## src/rtl/stream_axi_waddr_if.sv

```systemverilog
// Burst write request bus between the write-side address sequencer and the AXI write master.
interface stream_axi_waddr_if;
    localparam int unsigned ADDR_W = 32;

    logic              kick;
    logic              busy;
    logic [ADDR_W-1:0] write_addr;
    logic [ADDR_W-1:0] write_num;

    modport master (output kick, output write_addr, output write_num, input busy);
    modport slave  (input kick, input write_addr, input write_num, output busy);
endinterface

```

## src/rtl/stream_axi_waddr.sv

```systemverilog
// Write-side address sequencer: turns received frames into FIFO-gated fixed-length burst
// write requests to the AXI write master, one frame of X_SIZE*Y_SIZE words from BASE_ADDR.
module stream_axi_waddr #(
    parameter int unsigned X_SIZE      = 256,
    parameter int unsigned Y_SIZE      = 256,
    parameter int unsigned BURST_WORDS = 256,
    parameter logic [31:0] BASE_ADDR   = 32'h0000_0000
) (
    input  logic                      clk,
    input  logic                      rst_n,
    input  logic                      frame_start,
    input  logic [31:0]               fifo_count,
    stream_axi_waddr_if.master        wr,
    output logic                      frame_done,
    output logic                      frame_abort
);

    localparam int unsigned FRAME_WORDS = X_SIZE * Y_SIZE;
    localparam logic [31:0] BURST_LEN   = 32'(BURST_WORDS);
    localparam logic [31:0] ADDR_STEP   = 32'(BURST_WORDS * 4);
    localparam logic [31:0] LAST_ADDR   = BASE_ADDR + 32'((FRAME_WORDS - BURST_WORDS) * 4);

    typedef enum logic [2:0] {
        S_IDLE,
        S_WAIT_DATA,
        S_ISSUE_IDLE,
        S_ISSUE,
        S_ISSUE_WAIT
    } state_t;

    state_t      state_q, state_d;
    logic [31:0] addr_q, addr_d;
    logic        pend_q, pend_d;
    logic        kick_q;
    logic        done_q, done_d;
    logic        abort_q, abort_d;

    logic        fifo_ok_c;
    logic        last_c;

    assign fifo_ok_c = (fifo_count >= BURST_LEN);
    assign last_c    = (addr_q == LAST_ADDR);

    // Next-state, address and pulse decode; a pending restart always wins over completion.
    always_comb begin
        state_d = state_q;
        addr_d  = addr_q;
        pend_d  = pend_q;
        done_d  = 1'b0;
        abort_d = 1'b0;

        case (state_q)
            S_IDLE: begin
                if (frame_start) begin
                    state_d = S_WAIT_DATA;
                    addr_d  = BASE_ADDR;
                end
            end

            S_WAIT_DATA: begin
                if (frame_start) begin
                    addr_d  = BASE_ADDR;
                    abort_d = 1'b1;
                end else if (fifo_ok_c) begin
                    state_d = S_ISSUE_IDLE;
                end
            end

            S_ISSUE_IDLE: begin
                if (frame_start) begin
                    state_d = S_WAIT_DATA;
                    addr_d  = BASE_ADDR;
                    abort_d = 1'b1;
                end else if (!wr.busy) begin
                    state_d = S_ISSUE;
                end
            end

            S_ISSUE: begin
                state_d = S_ISSUE_WAIT;
                if (frame_start) begin
                    pend_d = 1'b1;
                end
            end

            S_ISSUE_WAIT: begin
                if (wr.busy) begin
                    pend_d = 1'b0;
                    if (pend_q) begin
                        state_d = S_WAIT_DATA;
                        addr_d  = BASE_ADDR;
                        abort_d = 1'b1;
                    end else if (last_c) begin
                        done_d = 1'b1;
                        if (frame_start) begin
                            state_d = S_WAIT_DATA;
                            addr_d  = BASE_ADDR;
                        end else begin
                            state_d = S_IDLE;
                        end
                    end else if (frame_start) begin
                        state_d = S_WAIT_DATA;
                        addr_d  = BASE_ADDR;
                        abort_d = 1'b1;
                    end else begin
                        state_d = S_WAIT_DATA;
                        addr_d  = addr_q + ADDR_STEP;
                    end
                end else if (frame_start) begin
                    pend_d = 1'b1;
                end
            end

            default: begin
                state_d = S_IDLE;
            end
        endcase
    end

    // State and output registers; kick is decoded from the next state so it tracks the issue states.
    always_ff @(posedge clk) begin
        if (!rst_n) begin
            state_q <= S_IDLE;
            addr_q  <= BASE_ADDR;
            pend_q  <= 1'b0;
            kick_q  <= 1'b0;
            done_q  <= 1'b0;
            abort_q <= 1'b0;
        end else begin
            state_q <= state_d;
            addr_q  <= addr_d;
            pend_q  <= pend_d;
            kick_q  <= (state_d == S_ISSUE) || (state_d == S_ISSUE_WAIT);
            done_q  <= done_d;
            abort_q <= abort_d;
        end
    end

    assign wr.kick       = kick_q;
    assign wr.write_addr = addr_q;
    assign wr.write_num  = BURST_LEN;
    assign frame_done    = done_q;
    assign frame_abort   = abort_q;

endmodule

```

## src/flat_wrapper.sv

```systemverilog
// flat-port wrapper written by rule: the top's interface ports become plain ports
module stream_axi_waddr_flat 
#(
    parameter int unsigned X_SIZE      = 256,
    parameter int unsigned Y_SIZE      = 256,
    parameter int unsigned BURST_WORDS = 256,
    parameter logic [31:0] BASE_ADDR   = 32'h0000_0000
)
  (clk, rst_n, frame_start, fifo_count, frame_done, frame_abort, wr_kick, wr_write_addr, wr_write_num, wr_busy);
  stream_axi_waddr_if wr_i ();
  input  logic clk;
  input  logic rst_n;
  input  logic frame_start;
  input  logic [31:0] fifo_count;
  output logic frame_done;
  output logic frame_abort;
  output wire logic [$bits(wr_i.kick)-1:0] wr_kick;
  output wire logic [$bits(wr_i.write_addr)-1:0] wr_write_addr;
  output wire logic [$bits(wr_i.write_num)-1:0] wr_write_num;
  input wire logic [$bits(wr_i.busy)-1:0] wr_busy;
  assign wr_kick = wr_i.kick;
  assign wr_write_addr = wr_i.write_addr;
  assign wr_write_num = wr_i.write_num;
  assign wr_i.busy = wr_busy;
  stream_axi_waddr #(.X_SIZE(X_SIZE), .Y_SIZE(Y_SIZE), .BURST_WORDS(BURST_WORDS), .BASE_ADDR(BASE_ADDR)) u_core (.clk(clk), .rst_n(rst_n), .frame_start(frame_start), .fifo_count(fifo_count), .wr(wr_i), .frame_done(frame_done), .frame_abort(frame_abort));
endmodule
```

## config.mk

```make
export PLATFORM = sky130hd
export DESIGN_NAME = stream_axi_waddr_flat
export DESIGN_NICKNAME = d
export VERILOG_FILES = /design/src/rtl/stream_axi_waddr_if.sv /design/src/rtl/stream_axi_waddr.sv /design/src/flat_wrapper.sv
export SDC_FILE = /design/constraint.sdc
export NUM_CORES = 1
export LEC_CHECK = 0
export CAP_MARGIN = 20
export CELL_PAD_IN_SITES_DETAIL_PLACEMENT = 0
export CELL_PAD_IN_SITES_GLOBAL_PLACEMENT = 1
export CORE_MARGIN = 4
export CORE_UTILIZATION = 32
export CTS_CLUSTER_SIZE = 24
export DETAILED_ROUTE_END_ITERATION = 8
export PLACE_DENSITY_LB_ADDON = 0.1
export SETUP_SLACK_MARGIN = 0.2
export SYNTH_ARGS = -nofsm -noshare
export SYNTH_HDL_FRONTEND = slang
export SYNTH_SLANG_ARGS = --single-unit
export TNS_END_PERCENT = 10
```

## constraint.sdc

```tcl
create_clock -name clk -period 5.34 [get_ports clk]
set_input_delay 1.068 -clock clk [delete_from_list [all_inputs] [get_ports clk]]
set_output_delay 1.068 -clock clk [all_outputs]
set_load 0.05 [all_outputs]
```

==> impl_summary.md, run 1 <==
Outcome
The flow ran to the end, and the final reports show no timing, DRC or antenna violations.

Yosys
Counting flops with an async set or reset pin after synthesis yields a share of 0%. Sorting the synthesized cells by area gives the leading types as sky130_fd_sc_hd__dfxtp_1 34%, sky130_fd_sc_hd__buf_4 11%, sky130_fd_sc_hd__o21ai_0 3.5%. Counting every instance in the synthesized netlist gives 275.

The fraction of the yosys area taken by sequential cells is 33.64%. The largest total area in the synthesized netlist belongs to sky130_fd_sc_hd__dfxtp_1. The number of enable-type register cells in the synthesized netlist is 0. The area share of the leading cell type in the synthesized netlist is 33.64%.

The cell area that synthesis handed to floorplanning was 0.002321 mm². For this run, the number of Yosys warnings is 0. The average cell area after synthesis is 8.440 µm².

Counting distinct cell types in the post-synthesis netlist gives 57. In the synthesized netlist the dominant register cell turns out to be sky130_fd_sc_hd__dfxtp_1. The post-synthesis register bit count is 39.

Finish
After the last flow step, the layout net total stands at 365. The area growth from synthesis to layout is 27.44%. In the layout the commonest cells are 62 x sky130_fd_sc_hd__clkdlybuf4s50_1, 39 x sky130_fd_sc_hd__dfxtp_1, 32 x sky130_fd_sc_hd__conb_1, 19 x sky130_fd_sc_hd__nand2_1.

The fraction of layout instances using a drive strength above 1 is 7.599%. Excluding fillers, the count of instances in the completed layout stands at 425. Leaving out fill and tap cells, the most frequent cell in the layout is sky130_fd_sc_hd__clkdlybuf4s50_1. After routing the design area is 0.002958 mm².

The number of antenna diodes in the final layout is 0.

Setup path
The type of the setup path with the least slack is in -> reg. The data required time at the worst endpoint is 5.56 ns. Data arrives at the worst endpoint at 3.54 ns.

The critical path capture point type is a flip-flop. STA classifies the critical path startpoint as an input pin. The largest incremental delay on the critical path is 0.90 ns. The critical-path cell with the highest stage delay is sky130_fd_sc_hd__clkdlybuf4s50_1. Traced cell by cell, the critical path runs through clkdlybuf4s50_1 -> inv_1 -> a21oi_1 -> a32oi_1 -> a211oi_2. Along the worst path, the maximum fanout reaches 16.

Place
Input and output buffers added on the ports amount to 62. The placed cell count is 417. At the end of routability-driven placement, the weighted congestion stood at 0.7531.

The wire-length estimate of the detail-placed layout is 4812 µm. The worst slack after detailed placement is 1.696 ns. Once placement finished, the instance area stood at 0.002845 mm².

Clock tree
The clock tree synthesis step divided the H-tree into 2 levels. The clock transition at the registers of the reported paths is 0.09 ns. The count of hold buffers inserted by post-cts repair is 0.

The maximum buffer depth of the clock tree is 2. After clock tree synthesis, the setup repair step added 0 buffers. The clock tree from TritonCTS is done.

The clock latency at the later pin of the worst-skew pair is 0.30 ns. The number of gates resized after CTS was 0. The number of clock sinks is 39. The number of clock buffers inserted by TritonCTS is 5. The tree is rooted in a sky130_fd_sc_hd__clkbuf_8.

STA
The fmax is 0.3015 GHz. The setup TNS after final layout is 0 ns. Setup repair after global routing left no endpoint under its margin.

In the finished design, the share of the clock period the worst path needs comes to 62.12%. Setup violations remaining at the end of the flow were counted as 0. The final count of hold timing violations is 0. Between clock sinks in the finished design, the worst skew comes to 0.008345 ns. The slew at the pin with the worst max-slew slack is 0.7794 ns. After layout, the worst setup slack is 2.023 ns. The clock period minus worst slack is 3.317 ns. The final-report max-slew violation count is 0. The max-slew headroom at the worst pin is 48.04%.

Drt
The number of detailed-route iterations in the first pass is 4. After detailed routing, the average wire length per cell comes to 15.33 µm. Dividing the detail-routed via count by the number of cells gives 4.969. The number of antenna-violating nets in the routed design is 0.

In this run, the number of DRC markers left after iteration 0 of detailed routing was 93. The total wire length is 6515 µm. The via count is 2,112. In the routed design, unresolved DRC markers number 0.

GRT
Entering global routing, the biggest net connects 17 pins. The number of antenna violations at the first check in global routing was 0. The number of global-route vias before repair is 2,070. Global routing used 15.61% of the available tracks. For this run the aggregate overflow at the end of global routing stands at 0. The first-pass GRT wire length is 10,820 µm.

Floorplan
The height of the die is 93.17 µm. The top-level port count is 103. The number of rows created at floorplan is 30. The total die area is 0.008680 mm². The placeable core area is 0.006907 mm². For this configuration, the core starts out at a cell density of 33.61%. In this run the horizontal extent of the chip is 93.17 µm.

Pwr
IR analysis of the VDD net gives a maximum drop of 0.00009958 V. The total power is 0.6671 mW. For this design the ratio of total power to cell area is 225.5 mW/mm². The analysis attributes to cell leakage a power of 1.035 nW.

Min path
The path class of the tightest hold or removal check is reg -> reg.

Run
The count of max-cap constraint violations is 0.
==> cells in the mapped netlist (2+ instances only) <==
library cell	number
sky130_fd_sc_hd__a211oi_2	2
sky130_fd_sc_hd__a21oi_1	13
sky130_fd_sc_hd__a311oi_1	8
sky130_fd_sc_hd__a31oi_1	6
sky130_fd_sc_hd__a41oi_1	3
sky130_fd_sc_hd__and2_1	12
sky130_fd_sc_hd__and3_1	7
sky130_fd_sc_hd__buf_2	5
sky130_fd_sc_hd__buf_4	33
sky130_fd_sc_hd__buf_6	3
sky130_fd_sc_hd__clkbuf_2	3
sky130_fd_sc_hd__conb_1	2
sky130_fd_sc_hd__dfxtp_1	39
sky130_fd_sc_hd__inv_1	8
sky130_fd_sc_hd__mux2i_1	2
sky130_fd_sc_hd__nand2_1	19
sky130_fd_sc_hd__nand2b_1	3
sky130_fd_sc_hd__nand3_1	8
sky130_fd_sc_hd__nand4_1	7
sky130_fd_sc_hd__nor2_1	16
sky130_fd_sc_hd__nor2_2	2
sky130_fd_sc_hd__nor3_1	5
sky130_fd_sc_hd__nor3_2	2
sky130_fd_sc_hd__nor3b_1	2
sky130_fd_sc_hd__nor4_1	12
sky130_fd_sc_hd__nor4_4	2
sky130_fd_sc_hd__o21ai_0	16
sky130_fd_sc_hd__o21ai_1	3
sky130_fd_sc_hd__o31ai_1	2
sky130_fd_sc_hd__or3_1	3
==> path summary, 6_finish.rpt <==
kind,start,end,slack [ns],cells past startpoint
max,rst_n,u_core.wr.write_addr[29],2.02,5
max reg2reg,u_core.state_q[0],u_core.wr.write_addr[29],2.97,5
min,u_core.pend_q,u_core.frame_done,0.49,1
min reg2reg,u_core.pend_q,u_core.frame_done,0.49,1
==> sequential cells by signal (all words and copies together) (netlist names) <==
signal	count
u_core.frame_done	1
u_core.pend_q	1
u_core.wr.kick	1
u_core.frame_abort	1
u_core.wr.write_addr	32
u_core.state_q	3
==> routing by layer <==
| layer | vias up | track usage [%] | routed length [µm] |
|---|---|---|---|
| met1 | 984 | 20.90 | 3066 |
| met2 | 55 | 25.31 | 3028 |
| met3 | 9 | 2.896 | 302 |
| li1 | 1064 | - | - |
| met4 | 0 | 5.006 | 117 |
| met5 | - | 0 | 0 |
==> stage by stage <==
stage | utilization, % | hold slack [ns]
after floorplan | - | 0.4442
after global placement | 41.20 | 0.4689
after detailed placement | 41.20 | 0.4728
after CTS | 42.83 | 0.4872
after global routing | 42.83 | 0.5082
final | 42.83 | 0.4864
==> report_power, final <==
part	switching, mW	internal [mW]
sequential	0.00573	0.293
combinational	0.0805	0.0307
clock	0.118	0.139
total	0.204	0.463
==> kinds of logic (layout without fill, tap and decap cells) <==
kind of cell / count (synthesis) / in the layout / synth area share (%)
compound gates: 68 / 68 / 20.32
fa+ha+maj: 1 / 1 / 0.5390
buf+inv: 54 / 78 / 15.47
flops: 39 / 39 / 33.64
mux: 2 / 2 / 0.8626
other cells: 2 / 32 / 0.3236
simple gates: 109 / 109 / 28.84
==> critical path: cells and delay by family <==
family | cells | cell delay (ns)
AO/OA/AOI/OAI | 3 | 1.06
buffers and inverters | 2 | 1.40
==> cell type report <==
type	instances	area, µm²
Fill cell	726	3949
Clock buffer	5	68.82
Multi-Input combinational cell	212	1294
Timing Repair Buffer	62	620.6
Sequential cell	39	780.7
Clock inverter	3	43.79
Tap cell	96	120.1
Inverter	8	30.03
No activity file was read; power rests on OpenSTA's default activity.
==> run 2, diff against run 1 <==
- CORE_UTILIZATION: 32 -> 27
- clock period: 5.34 -> 2.67 ns (I/O delays scaled with it)
==> impl_summary.md, run 2 (synthesis results as in run 1) <==
Setup path
The setup path with the least slack is of type reg -> out. The kind of cell with the highest combined delay along the critical path is buffers and inverters. STA classifies the critical path endpoint as an output port. The number of buffers and inverters on the critical path is 1 (-1).

The data arrival time of the worst path is 1.70 ns (-1.84 ns). The critical-path maximum fanout is 9 (-7). The critical-path cell with the highest stage delay is sky130_fd_sc_hd__clkdlybuf4s50_1. The type of origin of the critical path is a flip-flop. The critical path goes through clkdlybuf4s50_1. The data required time at the worst endpoint is 2.14 ns (-3.42 ns). The register-to-register path setup slack is 0.63 ns (-2.34 ns). The largest incremental delay on the critical path is 0.88 ns (-0.02 ns).

Floorplan
The height of the die is 100.7 µm (+8.1%). The initial core utilization is 27.97% (-5.6 points). The total die area came to 0.01014 mm² (+17%). The number of rows created at floorplan was 33 (+10%).

The top-level port count is 103 (unchanged). The die width is 100.7 µm (+8.1%). The placeable core area was 0.008299 mm² (+20%).

Finish
The area taken by flip-flops and latches was 780.7 µm² (unchanged). The synthesis-to-layout area growth is 30.13%. The number of fillers in the final layout is 897 (+24%). In the layout the commonest cells are 62 x sky130_fd_sc_hd__clkdlybuf4s50_1, 39 x sky130_fd_sc_hd__dfxtp_1, 32 x sky130_fd_sc_hd__conb_1, 19 x sky130_fd_sc_hd__nand2_1.

The count of antenna diodes in the layout is 0 (unchanged). The fraction of layout instances using a drive strength above 1 came to 10.32% (+2.7 points). The final instance count without filler cells is 444 (+4.5%). The final-stage net count is 375 (+2.7%). The number of flip-flops under the largest register name came to 32 (unchanged). The area of the multi-input gates came to 0.001294 mm² (unchanged). The most common cell after layout, fill and taps aside is sky130_fd_sc_hd__clkdlybuf4s50_1.

GRT
The first-pass GRT wire length is 10,880 µm (+0.57%). The number of antenna violations at the first check in global routing was 0 (unchanged). The overall fraction of global-route tracks in use was 13.52% (-2.1 points).

The total grt overflow is 0 (unchanged). The number of global-route vias before repair was 2,081 (+0.53%). The largest net degree at the start of global routing is 16 (-1).

STA
The setup TNS after final layout is 0 ns (unchanged). The clock period minus worst slack is 2.230 ns. Setup repair after global routing left no endpoint under its margin. The final setup slack of the worst path is 0.4395 ns (-1.583 ns). The max-slew headroom at the worst pin is 60.91% (+13 points). The slew at the pin with the worst max-slew slack is 0.5825 ns (-0.1969 ns). The share of the clock period used by the worst path after layout is 83.54%. The final count of hold timing violations was 0 (unchanged). The minimum hold slack is 0.4889 ns (+0.002429 ns). The worst-case clock skew is 0.003345 ns (-0.005000 ns). The final-report max-slew violation count is 0 (unchanged). The fmax is 0.4483 GHz.

The final-report setup violation count came to 0 (unchanged).

Pwr
The sequential fraction of design power came to 48.1% (+3.3 points). The fraction of power spent switching nets is 32.51% (+2.0 points). The fraction of power consumed by the clock network was 33.1% (-5.4 points). The internal power was 0.8384 mW (+81%). The worst voltage drop across the vdd grid is 0.0001599 V (+61%). The power per unit of standard cell area is 411.3 mW/mm² (+82%). The leakage power came to 1.067 nW (+3.1%). The power spent charging and discharging nets came to 0.4038 mW (+98%). The share of power burned in combinational logic is 18.8% (+2.1 points).

Drt
The total wire length came to 6601 µm (+1.3%). The via density per instance is 4.806 (-3.3%). The number of antenna-violating nets in the routed design came to 0 (unchanged).

The average wire per cell in the routed design came to 14.87 µm (-3.0%). The via count is 2,134 (+1.0%). The number of detailed-route iterations in the first pass is 4 (unchanged).

The initial DRC count came to 105 (+13%). The remaining routing DRC violations is 0 (unchanged).

Clock tree
The H-tree depth reported by CTS is 2 (unchanged). The count of hold buffers inserted by post-cts repair is 0 (unchanged). TritonCTS built the clock tree. The number of setup buffers added after CTS came to 0 (unchanged). The post-CTS resize count was 0 (unchanged).

The clock latency at the later pin of the worst-skew pair is 0.30 ns (about the same). The maximum buffer depth of the clock tree came to 2 (unchanged). The number of clock buffers inserted by TritonCTS is 5 (unchanged). The cell chosen for the clock root is sky130_fd_sc_hd__clkbuf_8. The number of clock sinks came to 39 (unchanged). The clock transition at the registers of the reported paths is 0.08 ns (about the same).

Place
The placed cell count came to 436 (+4.6%). The worst slack after detailed placement is 0.1904 ns (-1.506 ns). The last weighted congestion value of the routability-driven placer is 0.7512 (-0.25%). The number of buffers inserted by port buffering is 62 (unchanged). The total half-perimeter wirelength after legalization and detailed placement is 5109 µm (+6.2%).

Min path
In this run the worst hold path is classified as reg -> reg.

Run
The count of max-cap constraint violations is 0 (unchanged).

Outcome
The flow ran to the end, and the final reports show no timing, DRC or antenna violations.
run 2: cell count changes in the layout (fill, tap and decap cells not counted), sizes merged:
cell,delta
bufinv,-1
clkinvlp,+2
clkinv,-1
buf,+10
run 2: per-layer routing:
| layer | GRT usage, % | part of all wire, % |
|---|---|---|
| met2 | 21.37 | 47 |
| met4 | 2.487 | 0.70 |
| met5 | 0 | 0 |
| met3 | 3.391 | 5.4 |
| met1 | 18.76 | 46 |
run 2: final timing paths:
check / from / to / cells past startpoint
worst max-delay path: u_core.wr.write_addr[19] / wr_write_addr[19] / 1
worst min-delay path: u_core.wr.write_addr[0] / u_core.wr.write_addr[0] / 1
worst max register to register: u_core.wr.write_addr[10] / u_core.wr.write_addr[14] / 6
worst min register to register: u_core.wr.write_addr[0] / u_core.wr.write_addr[0] / 1
run 2: area by class of cell:
| type | count | share of cell area, % |
|---|---|---|
| multi-input combinational | 212 | 42.83 |
| timing repair buffer | 72 | 23.03 |
| clock inverter | 3 | 0.6628 |
| sequential | 39 | 25.85 |
| inverter | 8 | 0.9942 |
| clock buffer | 5 | 2.278 |
| tap | 105 | 4.350 |
run 2: per-stage QoR:
step	power (mW)	instance area [µm²]	utilization, %
floorplan	0.8154	2434	-
global placement	0.8448	2932	35.32
detailed placement	0.8446	2932	35.32
CTS	1.263	3020	36.39
global route	1.306	3020	36.39
finish	1.242	3020	36.39
run 2: power groups by stage:
stage / registers, mW / logic [mW] / clock network [mW]
floorplan: 0.607 / 0.208 / 0
global placement: 0.612 / 0.233 / 0
detailed placement: 0.612 / 0.233 / 0
CTS: 0.598 / 0.233 / 0.432
global route: 0.599 / 0.249 / 0.458
finish: 0.598 / 0.234 / 0.411
==> run 3, diff against run 2 <==
- clock period: 2.67 -> 2 ns (I/O delays scaled with it)
==> impl_summary.md, run 3 (synthesis results as in run 1) <==
Drt
The total wire length was 6927 µm (+4.9%). The average wire per cell in the routed design was 14.34 µm (-3.5%). The initial DRC count is 75 (-29%). The remaining routing DRC violations is 0 (unchanged). The via count is 2,286 (+7.1%). The via density per instance came to 4.733 (-1.5%). The number of antenna-violating nets in the routed design came to 0 (unchanged).

The number of detailed-route iterations in the first pass is 4 (unchanged).

Finish
The post-route core utilization was 40.43% (+4.0 points). The area of the multi-input gates is 0.001309 mm² (+1.2%). The final-stage net count is 414 (+10%).

The number of flip-flops under the largest register name is 32 (unchanged). The number of fillers in the final layout is 869 (-3.1%). The area taken by flip-flops and latches is 803.3 µm² (+2.9%). Relative to the synthesized area, the layout overhead comes to 44.58%.

The most common cell after layout, fill and taps aside is sky130_fd_sc_hd__buf_4. The count of antenna diodes in the layout is 0 (unchanged). In the layout the commonest cells are 56 x sky130_fd_sc_hd__buf_4, 48 x sky130_fd_sc_hd__clkdlybuf4s50_1, 32 x sky130_fd_sc_hd__conb_1, 25 x sky130_fd_sc_hd__dfxtp_1, 19 x sky130_fd_sc_hd__nand2_1. The final instance count without filler cells is 483 (+8.8%).

The fraction of layout instances using a drive strength above 1 is 25.93% (+16 points).

STA
The final-report setup violation count is 0 (unchanged). The share of the clock period used by the worst path after layout is 96.02%. Setup repair after global routing could not meet its margin everywhere.

The worst-case clock skew is 0.007536 ns (+0.004191 ns). The slew at the pin with the worst max-slew slack is 0.5088 ns (-0.07369 ns). The final-report max-slew violation count is 0 (unchanged). The final count of hold timing violations is 0 (unchanged). The clock period minus worst slack is 1.920 ns.

The minimum hold slack is 0.4939 ns (+0.005010 ns). For this run, the top clock speed supported by timing is 0.5207 GHz. The max-slew headroom at the worst pin is 66.02% (+5.1 points).

Outcome
The flow ran to the end, and the final reports show no timing, DRC or antenna violations.

Place
The number of buffers inserted by port buffering came to 62 (unchanged). The placed cell count is 472 (+8.3%). The last weighted congestion value of the routability-driven placer is 0.8186 (+9.0%). The total half-perimeter wirelength after legalization and detailed placement is 5505 µm (+7.7%).

Pwr
The power per unit of standard cell area came to 543.7 mW/mm² (+32%). The fraction of power spent switching nets was 29.97% (-2.5 points). The power spent charging and discharging nets is 0.5467 mW (+35%). The leakage power came to 1.358 nW (+27%). The fraction of power consumed by the clock network is 37.2% (+4.1 points). The internal power is 1.278 mW (+52%). The share of power burned in combinational logic is 19.7% (+0.9 points). The worst voltage drop across the vdd grid is 0.0002239 V (+40%). The sequential fraction of design power is 43.0% (-5.1 points).

Floorplan
The number of rows created at floorplan was 33 (unchanged). The die width was 100.7 µm (unchanged). The initial core utilization was 27.97% (unchanged). The placeable core area is 0.008299 mm² (unchanged). The total die area came to 0.01014 mm² (unchanged). The top-level port count is 103 (unchanged). The height of the die is 100.7 µm (unchanged).

GRT
The overall fraction of global-route tracks in use was 13.65% (+0.13 points). The first-pass GRT wire length is 11,230 µm (+3.2%). The number of antenna violations at the first check in global routing was 0 (unchanged). The number of global-route vias before repair is 2,207 (+6.1%).

The largest net degree at the start of global routing is 14 (-2). The total grt overflow came to 0 (unchanged).

Setup path
The number of buffers and inverters on the critical path is 1 (unchanged). The slowest stage of the critical path belongs to the cell sky130_fd_sc_hd__clkdlybuf4s50_1. Traced cell by cell, the critical path runs through clkdlybuf4s50_1.

The cell family with the largest share of critical-path delay is buffers and inverters. The data arrival time of the worst path came to 1.52 ns (-0.18 ns). STA classifies the critical path startpoint as a flip-flop.

The number of cell instances on the worst register-to-register path is 6 (unchanged). The number of gates on the worst path with buffers counted came to 1 (unchanged). The data required time at the worst endpoint is 1.60 ns (-0.54 ns). The critical-path maximum fanout came to 6 (-3).

STA classifies the critical path endpoint as an output port. The largest incremental delay on the critical path is 0.82 ns (-0.06 ns). The critical path in this run is classified as reg -> out.

Clock tree
The maximum buffer depth of the clock tree was 2 (unchanged). The number of clock sinks is 39 (unchanged). The H-tree depth reported by CTS is 2 (unchanged).

The clock tree from TritonCTS is done. The number of clock buffers inserted by TritonCTS is 5 (unchanged). The count of hold buffers inserted by post-cts repair is 0 (unchanged). The clock latency at the later pin of the worst-skew pair came to 0.29 ns (about the same).

The clock transition at the registers of the reported paths was 0.09 ns (about the same). Clock tree synthesis selected as its root buffer the cell sky130_fd_sc_hd__clkbuf_8.

Min path
The worst hold path depth is 1 (unchanged). The min-delay analysis places its worst path in the category reg -> reg.

Run
The count of max-cap constraint violations is 0 (unchanged).
==> run 3: power groups by stage <==
| stage | clock, mW | sequential (mW) | combinational [mW] |
|---|---|---|---|
| 6_report | 0.680 | 0.785 | 0.360 |
| 5_1_grt | 0.736 | 0.786 | 0.386 |
| 4_1_cts | 0.701 | 0.785 | 0.358 |
| 3_5_place_dp | 0 | 0.804 | 0.357 |
| 3_3_place_gp | 0 | 0.804 | 0.358 |
| 2_1_floorplan | 0 | 0.808 | 0.278 |
==> run 3: metal layers <==
layer  part of all wire (%)  vias to the layer above  routed length (µm)  GRT usage, %
met5                      0                        -                   0             0
met4                   0.49                        0                  34         3.212
met3                    4.7                        2                 324         2.630
met2                     47                       58                3284         22.38
met1                     47                     1069                3284         18.47
li1                       -                     1157                   -             -
==> run 3: metrics by stage <==
| step | power (mW) | TNS [ns] | setup WS [ns] | instance area (µm²) |
|---|---|---|---|---|
| final | 1.824 | 0 | 0.07954 | 3356 |
| after floorplan | 1.086 | 0 | 0.1646 | 2456 |
| after CTS | 1.844 | 0 | 0.06533 | 3313 |
| after global placement | 1.162 | -3.329 | -0.1696 | 3207 |
| after detailed placement | 1.161 | -3.024 | -0.1577 | 3207 |
| after global routing | 1.907 | 0 | 0.03638 | 3356 |
==> run 3: final cells by class <==
cell class	count	area share (%)
tap	105	3.915
multi-input combinational	212	39.00
timing repair buffer	111	28.90
sequential	39	23.94
inverter	8	0.8949
clock inverter	3	1.305
clock buffer	5	2.051
==> run 3: what timing repair did <==
item                                    4_1_cts  5_1_grt
hold endpoints to repair                      0        0
buffers inserted                              0        3
pin swaps                                     0        2
endpoints found under the setup margin       52       56
gates resized for setup                       5        7
==> run 3: worst reg2reg max path: stages (launching register included) <==
cell and delay [ns]:
sky130_fd_sc_hd__dfxtp_1 0.31, sky130_fd_sc_hd__nor4_1 0.40, sky130_fd_sc_hd__nand4b_1 0.16, sky130_fd_sc_hd__buf_4 0.19, sky130_fd_sc_hd__or3_1 0.40, sky130_fd_sc_hd__a21oi_1 0.15
sky130_fd_sc_hd__o21ai_0 0.08
==> run 3: final timing paths <==
kind                             from                      end  slack, ns
min           u_core.wr.write_addr[7]  u_core.wr.write_addr[7]       0.49
max          u_core.wr.write_addr[14]        wr_write_addr[14]       0.08
min reg2reg   u_core.wr.write_addr[7]  u_core.wr.write_addr[7]       0.49
max reg2reg  u_core.wr.write_addr[25]       u_core.frame_abort       0.20
